File: src/rtl/gestor_digitos_vga_pkg.sv
// Shared constants for the VGA two-digit BCD field overlay: glyph codes and screen layout.
// Latency: none (constants, types and a helper function only).
// Backpressure: none.
//
// Contents: the ten digit glyph codes, the blank code, the per-field (row, tens column)
// table indexed 1..15, and the pipeline position record used between stages.
package gestor_digitos_vga_pkg;

    localparam int MAX_CAMPOS = 15;

    // Character ROM code for anything that is not a displayable digit.
    localparam logic [7:0] CODIGO_BLANCO = 8'h00;

    // Character ROM codes for digits 0..9. The ROM does not store the digits in order.
    localparam logic [7:0] CODIGO_DIGITO [0:9] = '{
        8'h0D, 8'h19, 8'h0E, 8'h18, 8'h0F,
        8'h17, 8'h10, 8'h16, 8'h11, 8'h15
    };

    // Screen placement of one field: character row and the column of its tens digit.
    // The units digit always sits one column to the right.
    typedef struct packed {
        logic [5:0] fila;
        logic [6:0] col;
    } ubicacion_t;

    // Entries 10..15 are a spare row for builds with more than nine fields.
    localparam ubicacion_t UBICACION [1:MAX_CAMPOS] = '{
        '{6'd13, 7'd10}, '{6'd13, 7'd13}, '{6'd13, 7'd16},
        '{6'd13, 7'd73}, '{6'd13, 7'd76}, '{6'd13, 7'd79},
        '{6'd15, 7'd37}, '{6'd15, 7'd43}, '{6'd15, 7'd52},
        '{6'd17, 7'd10}, '{6'd17, 7'd13}, '{6'd17, 7'd16},
        '{6'd17, 7'd19}, '{6'd17, 7'd22}, '{6'd17, 7'd25}
    };

    // Beam position captured by the first pipeline stage.
    typedef struct packed {
        logic [5:0] fila;
        logic [6:0] col;
        logic [2:0] linea;
    } posicion_t;

    function automatic logic es_bcd(input logic [3:0] nibble);
        return nibble <= 4'd9;
    endfunction

endpackage

File: src/rtl/gestor_digitos_vga_if.sv
// Bus between the host/scan logic and the digit manager: write port, edit select, beam position, ROM address.
// Latency: none (wires only); the manager answers a beam position two clocks later.
// Backpressure: none; writes are fire-and-forget strobes and the scan never stalls.
//
// Signals: RD (active-low write strobe), DIR_DATO (BCD pair), POSICION (target field),
// EDIT_CAMPO (field being edited, 0 = none), Qh/Qv (beam column/row),
// DIR_MEM/DIR_VALIDA (character ROM address and digit-present flag).
interface gestor_digitos_vga_if;

    logic        RD;
    logic [7:0]  DIR_DATO;
    logic [3:0]  POSICION;
    logic [3:0]  EDIT_CAMPO;
    logic [6:0]  Qh;
    logic [9:0]  Qv;
    logic [11:0] DIR_MEM;
    logic        DIR_VALIDA;

    // Host / video timing side.
    modport master (
        output RD, DIR_DATO, POSICION, EDIT_CAMPO, Qh, Qv,
        input  DIR_MEM, DIR_VALIDA
    );

    // Digit manager side.
    modport slave (
        input  RD, DIR_DATO, POSICION, EDIT_CAMPO, Qh, Qv,
        output DIR_MEM, DIR_VALIDA
    );

endinterface

File: src/rtl/gestor_digitos_vga_bcd_a_rom.sv
// Maps one BCD nibble to its character ROM glyph code; non-BCD values give the blank code.
// Latency: combinational.
// Backpressure: none.
//
// Ports: nibble (4-bit digit in), codigo (8-bit glyph code out).
module bcd_a_rom
    import gestor_digitos_vga_pkg::*;
(
    input  logic [3:0] nibble,
    output logic [7:0] codigo
);

    always_comb begin
        codigo = CODIGO_BLANCO;
        for (int d = 0; d < 10; d++) begin
            if (nibble == 4'(d)) begin
                codigo = CODIGO_DIGITO[d];
            end
        end
    end

endmodule

File: src/rtl/gestor_digitos_vga.sv
// Holds N two-digit BCD fields and turns the beam position into a character ROM address for them.
// Latency: 2 clocks from Qh/Qv to DIR_MEM/DIR_VALIDA; writes are visible to the next stage-2 decode.
// Backpressure: none; a write is taken on every edge with RD low, the scan pipeline never stalls.
//
// Ports: reloj (clock), resetM (async active-high reset), bus (slave modport of
// gestor_digitos_vga_if carrying the write port, edit select, beam position and ROM address).
module gestor_digitos_vga
    import gestor_digitos_vga_pkg::*;
#(
    parameter int N_CAMPOS       = 9,
    parameter int ANCHO_PARPADEO = 24
) (
    input  logic                 reloj,
    input  logic                 resetM,
    gestor_digitos_vga_if.slave  bus
);

    // Field storage, indexed by field number as seen on POSICION/EDIT_CAMPO.
    logic [3:0] decenas  [1:N_CAMPOS];
    logic [3:0] unidades [1:N_CAMPOS];

    logic [ANCHO_PARPADEO-1:0] parpadeo;

    posicion_t  etapa1;

    logic [3:0] campo_sel;     // field under the stage-1 position, 0 when none
    logic [3:0] nibble_sel;    // digit of that field under the beam
    logic [7:0] codigo;
    logic       oculto;
    logic       mostrar;

    logic [11:0] dir_mem_q;
    logic        dir_valida_q;

    // Qv[3] is the upper half of a 16-line character cell; the glyphs are only 8 lines tall.
    logic unused_qv3;
    assign unused_qv3 = bus.Qv[3];

    // ------------------------------------------------------------------
    // Field registers. Comparing POSICION against every legal index means
    // index 0 and indices past N_CAMPOS match nothing and are dropped.
    // ------------------------------------------------------------------
    always_ff @(posedge reloj or posedge resetM) begin
        if (resetM) begin
            for (int i = 1; i <= N_CAMPOS; i++) begin
                decenas[i]  <= 4'hF;
                unidades[i] <= 4'hF;
            end
        end else if (!bus.RD) begin
            for (int i = 1; i <= N_CAMPOS; i++) begin
                if (bus.POSICION == 4'(i)) begin
                    decenas[i]  <= bus.DIR_DATO[7:4];
                    unidades[i] <= bus.DIR_DATO[3:0];
                end
            end
        end
    end

    // ------------------------------------------------------------------
    // Free-running blink counter; its MSB gives a 50% duty blink.
    // ------------------------------------------------------------------
    always_ff @(posedge reloj or posedge resetM) begin
        if (resetM) begin
            parpadeo <= '0;
        end else begin
            parpadeo <= parpadeo + ANCHO_PARPADEO'(1);
        end
    end

    // ------------------------------------------------------------------
    // Stage 2 decode: find which field digit (if any) sits under the
    // registered beam position. The field registers are read before this
    // edge's write lands, so a same-cycle write shows up one cycle later.
    // ------------------------------------------------------------------
    always_comb begin
        campo_sel  = 4'd0;
        nibble_sel = 4'hF;
        for (int i = 1; i <= N_CAMPOS; i++) begin
            if (etapa1.fila == UBICACION[i].fila) begin
                if (etapa1.col == UBICACION[i].col) begin
                    campo_sel  = 4'(i);
                    nibble_sel = decenas[i];
                end else if (etapa1.col == UBICACION[i].col + 7'd1) begin
                    campo_sel  = 4'(i);
                    nibble_sel = unidades[i];
                end
            end
        end
    end

    // campo_sel never exceeds N_CAMPOS, so an out-of-range EDIT_CAMPO simply never matches.
    assign oculto  = parpadeo[ANCHO_PARPADEO-1] && (campo_sel != 4'd0)
                     && (campo_sel == bus.EDIT_CAMPO);
    assign mostrar = (campo_sel != 4'd0) && es_bcd(nibble_sel) && !oculto;

    bcd_a_rom u_bcd_a_rom (
        .nibble (nibble_sel),
        .codigo (codigo)
    );

    // ------------------------------------------------------------------
    // Pipeline registers. Anything not shown (no field, non-BCD nibble,
    // blink-off phase) drives a zero address rather than {blank, line}.
    // ------------------------------------------------------------------
    always_ff @(posedge reloj or posedge resetM) begin
        if (resetM) begin
            etapa1       <= '0;
            dir_mem_q    <= 12'h000;
            dir_valida_q <= 1'b0;
        end else begin
            etapa1       <= '{fila: bus.Qv[9:4], col: bus.Qh, linea: bus.Qv[2:0]};
            dir_valida_q <= mostrar;
            dir_mem_q    <= mostrar ? {codigo, 1'b0, etapa1.linea} : 12'h000;
        end
    end

    assign bus.DIR_MEM    = dir_mem_q;
    assign bus.DIR_VALIDA = dir_valida_q;

endmodule

File: src/flat_wrapper.sv
// flat-port wrapper written by rule: the top's interface ports become plain ports
module gestor_digitos_vga_flat import gestor_digitos_vga_pkg::*;
#(
    parameter int N_CAMPOS       = 9,
    parameter int ANCHO_PARPADEO = 24
)
  (reloj, resetM, bus_RD, bus_DIR_DATO, bus_POSICION, bus_EDIT_CAMPO, bus_Qh, bus_Qv, bus_DIR_MEM, bus_DIR_VALIDA);
  gestor_digitos_vga_if bus_i ();
  input  logic reloj;
  input  logic resetM;
  input wire logic [$bits(bus_i.RD)-1:0] bus_RD;
  input wire logic [$bits(bus_i.DIR_DATO)-1:0] bus_DIR_DATO;
  input wire logic [$bits(bus_i.POSICION)-1:0] bus_POSICION;
  input wire logic [$bits(bus_i.EDIT_CAMPO)-1:0] bus_EDIT_CAMPO;
  input wire logic [$bits(bus_i.Qh)-1:0] bus_Qh;
  input wire logic [$bits(bus_i.Qv)-1:0] bus_Qv;
  output wire logic [$bits(bus_i.DIR_MEM)-1:0] bus_DIR_MEM;
  output wire logic [$bits(bus_i.DIR_VALIDA)-1:0] bus_DIR_VALIDA;
  assign bus_i.RD = bus_RD;
  assign bus_i.DIR_DATO = bus_DIR_DATO;
  assign bus_i.POSICION = bus_POSICION;
  assign bus_i.EDIT_CAMPO = bus_EDIT_CAMPO;
  assign bus_i.Qh = bus_Qh;
  assign bus_i.Qv = bus_Qv;
  assign bus_DIR_MEM = bus_i.DIR_MEM;
  assign bus_DIR_VALIDA = bus_i.DIR_VALIDA;
  gestor_digitos_vga #(.N_CAMPOS(N_CAMPOS), .ANCHO_PARPADEO(ANCHO_PARPADEO)) u_core (.reloj(reloj), .resetM(resetM), .bus(bus_i));
endmodule
File: config.mk
export PLATFORM = sky130hd
export DESIGN_NAME = gestor_digitos_vga_flat
export DESIGN_NICKNAME = d
export VERILOG_FILES = /design/src/rtl/gestor_digitos_vga_pkg.sv /design/src/rtl/gestor_digitos_vga_if.sv /design/src/rtl/gestor_digitos_vga_bcd_a_rom.sv /design/src/rtl/gestor_digitos_vga.sv /design/src/flat_wrapper.sv
export SDC_FILE = /design/constraint.sdc
export NUM_CORES = 1
export LEC_CHECK = 0
export CAP_MARGIN = 5
export CORE_MARGIN = 1
export CORE_UTILIZATION = 60
export DETAILED_ROUTE_END_ITERATION = 16
export GPL_ROUTABILITY_DRIVEN = 0
export HOLD_SLACK_MARGIN = 0.02
export PLACE_DENSITY = 0.86
export SLEW_MARGIN = 30
export SYNTH_ARGS = -nofsm -noshare
export SYNTH_HDL_FRONTEND = slang
export SYNTH_SLANG_ARGS = --single-unit
File: constraint.sdc
create_clock -name reloj -period 6.3 [get_ports reloj]
set_input_delay 1.26 -clock reloj [delete_from_list [all_inputs] [get_ports reloj]]
set_output_delay 1.26 -clock reloj [all_outputs]
set_load 0.05 [all_outputs]
==> implementation parameters <==
Parameter                              Value

Run status
  Status    completed

Finish
  Commonest cells after routing, fill and taps aside    mux2_2 (75), dfstp_2 (72), dfrtp_1 (48)
  Final std cells w/o fill    711
  Non-Filler Cell Area, Final    7170 um2
  Fraction of layout cells with a size suffix above 1    33.4%
  Fill count    637
  Most common library cell in the layout ignoring fill and taps    mux2_2
  Number of inserted diodes    0
  Post-synthesis to final-layout area growth    17.6%
  Final core occ    between 70 and 80%
  Number of nets at the end of the flow    602

Drt
  Final routed DRC violation total    0
  Drt first-iter violations    529
  Detailed-route via count    about 4700
  Drt via density    between 6 and 7
  Post-route ant nets    0
  Length of the first detailed-routing pass in iterations    8
  Total wirelength of the detailed-routed design    between 15 and 20 mm
  Routed wire per std cell    22.3 um

Pwr
  Power density of the placed cells    approximately 320 nW/um2
  Leak pwr    around 0.0028 uW
  IR drop worst, VDD    between 150 and 200 uV
  Total power    between 2000 and 2500 uW

Synth
  Fraction of registers with async set or reset after synthesis    100%
  Proportion of synthesized chip area in sequential cells    51.1%
  Gate count of the mapped netlist    527
  YS warnings    0
  Synthesized cell area    6100 um2
  Post-synth EDFFs    0
  Dominant register cell in the synthesized netlist    dfstp_2
  Mean area per synthesized cell    11.6 um2
  Unique masters post-synth    81
  Number of synthesized register bits    roughly 120

Global route
  Aggregate global routing overflow    0
  Global-route usage over all layers    32.3%
  Vias in the first global route    about 4700
  Maximum number of pins on one net before global-route repair    79
  Antenna violations before repair    0
  Global-route wire length before repair    ~25 mm

Clock tree
  Clock tree from TritonCTS    yes
  CTS H-tree depth    4
  Insertion delay of the later-clocked pin in the worst-skew pair    between 500 and 600 ps
  Number of cells upsized or downsized after cts    0
  Number of CTS-inserted buffers    17
  Clock sink count    121
  Buffer depth of the longest clock path    2
  Post-CTS Setup Bufs    0
  Clk pin slew, worst setup/hold paths    60 ps
  Count of hold buffers inserted by post-cts repair    0
  Root cell of the clock tree    clkbuf_8

Worst setup path
  Arrival time worst endpoint    4120 ps
  Capturing element type of the critical path    flip-flop
  Crit Path Category    flip-flop to flip-flop
  Max Fanout on Critical Path    26
  Crit path launch type    flip-flop
  Required time at the endpoint of the critical path    6670 ps

STA
  Least-Margin Pin Slew    between 1000 and 1500 ps
  Number of pins exceeding their max-slew limit in the final report    0
  Final setup TNS    0 ps
  Clock period minus final worst setup slack    3750 ps
  Worst Skew    around 7.3 ps
  Final setup violating endpoints    0
  Share of the cycle needed by the critical path after routing    59.5%
  Maximum clock frequency    267 MHz
  Number of hold-slack violations in the final timing report    0
  RSZ-0062 raised after global routing    no
  Max_slew headroom    between 20 and 30%

Place
  Placed cell areas    about 6600 um2
  Placed wire-length estimate    9.88 mm
  Instance count after placement with tap cells included    679
  # port buffers    43

Floorplanning
  Starting density of the core    62.1%
  Total die area    approximately 11000 um2
  Overall die width    between 100 and 150 um
  Die Span Y    103 um
  Number of rows in the core area    36
  Total I/O pin count    49
  Standard cell core area    9820 um2

Worst hold path
  HP Class    flip-flop to flip-flop

Flow run
  Max-capacitance violation count    0
[state kept, by name, indices dropped and copies added (netlist names)]
signal                 cells
u_core.bus.DIR_MEM         8
u_core.bus.DIR_VALIDA      1
u_core.decenas            36
u_core.etapa1             16
u_core.parpadeo           24
u_core.unidades           36
[worst paths after layout]
check / from / endpoint / slack, ps / depth (start not counted)
worst max-delay path: u_core.etapa1[5] / u_core.bus.DIR_MEM[2] / 2550 / 7
worst min-delay path: u_core.parpadeo[10] / u_core.parpadeo[10] / 470 / 1
worst max register to register: u_core.etapa1[5] / u_core.bus.DIR_MEM[2] / 2550 / 7
worst min register to register: u_core.parpadeo[10] / u_core.parpadeo[10] / 470 / 1
max in group asynchronous: resetM / u_core.decenas[2] / 4070 / 3
min in group asynchronous: resetM / u_core.parpadeo[23] / 1230 / 2
[final cells by class]
cell class              instances  area (um2)  share of cell area, %
multi-input cells             370        2800                   39.1
clock inverters                11         148                   2.06
inverters                      10        42.5                  0.593
repair buffers                 45         445                   6.21
flip-flops and latches        121        3120                   43.5
well taps                     133         166                   2.32
clock buffers                  21         449                   6.26
[cells in the mapped netlist, types with 10 or more instances]
| cell | instances | area [um2] |
|---|---|---|
| mux2_2 | 75 | 845 |
| dfstp_2 | 72 | 1890 |
| dfrtp_1 | 49 | 1230 |
| nand2_1 | 31 | 116 |
| nor2_1 | 26 | 97.6 |
| nand3_1 | 23 | 115 |
| xnor2_1 | 21 | 184 |
| a21oi_1 | 15 | 75.1 |
| nor3b_1 | 12 | 90.1 |
| clkbuf_1 | 11 | 41.3 |
| nand2b_1 | 10 | 62.6 |
| nor3_1 | 10 | 50.1 |
[critical path: stages (launching register included)]
cell and delay [ps]:
dfrtp_1 970, clkinv_1 500, nand2_1 260, o22ai_1 150, o41ai_1 560, or4b_1 580
a31oi_1 430, nor3b_1 130
[logic make-up (layout without fill, tap and decap cells)]
kind of cell             count (synthesis)  in the layout  synth area share (%)
adder cells (fa/ha/maj)                  1              1                 0.205
flip-flops                             121            121                  51.1
XOR/XNOR                                28             28                  4.02
other                                    1              4                0.0615
AO/OA/AOI/OAI                           93             93                  11.5
buffers and inverters                   39             87                  3.16
multiplexers                            79             79                  14.5
AND/OR/NAND/NOR                        165            165                  15.5
[metrics by stage]
stage               setup WS [ps]  hold slack, ps
finish                       2550             466
global route                 2270             486
global placement             2820             449
detailed placement           2750             461
floorplan                    1940             434
CTS                          2670             471
[report_power, final]
group	internal (uW)	total (uW)	leakage [uW]	switching, uW
Combinational	133	251	0.00114	117
Clock	622	971	0.000280	348
Sequential	969	1050	0.00139	81.9
[per-layer routing]
metal / global-route usage, % / vias up / share of wire, %
met5: 0 / - / 0
met4: 17.1 / 0 / 4.6
met3: 7.93 / 85 / 8.9
met2: 51.2 / 288 / 47
met1: 41.2 / 2325 / 39
li1: - / 2023 / -
Note: power is estimated with default switching activity, not from simulation.
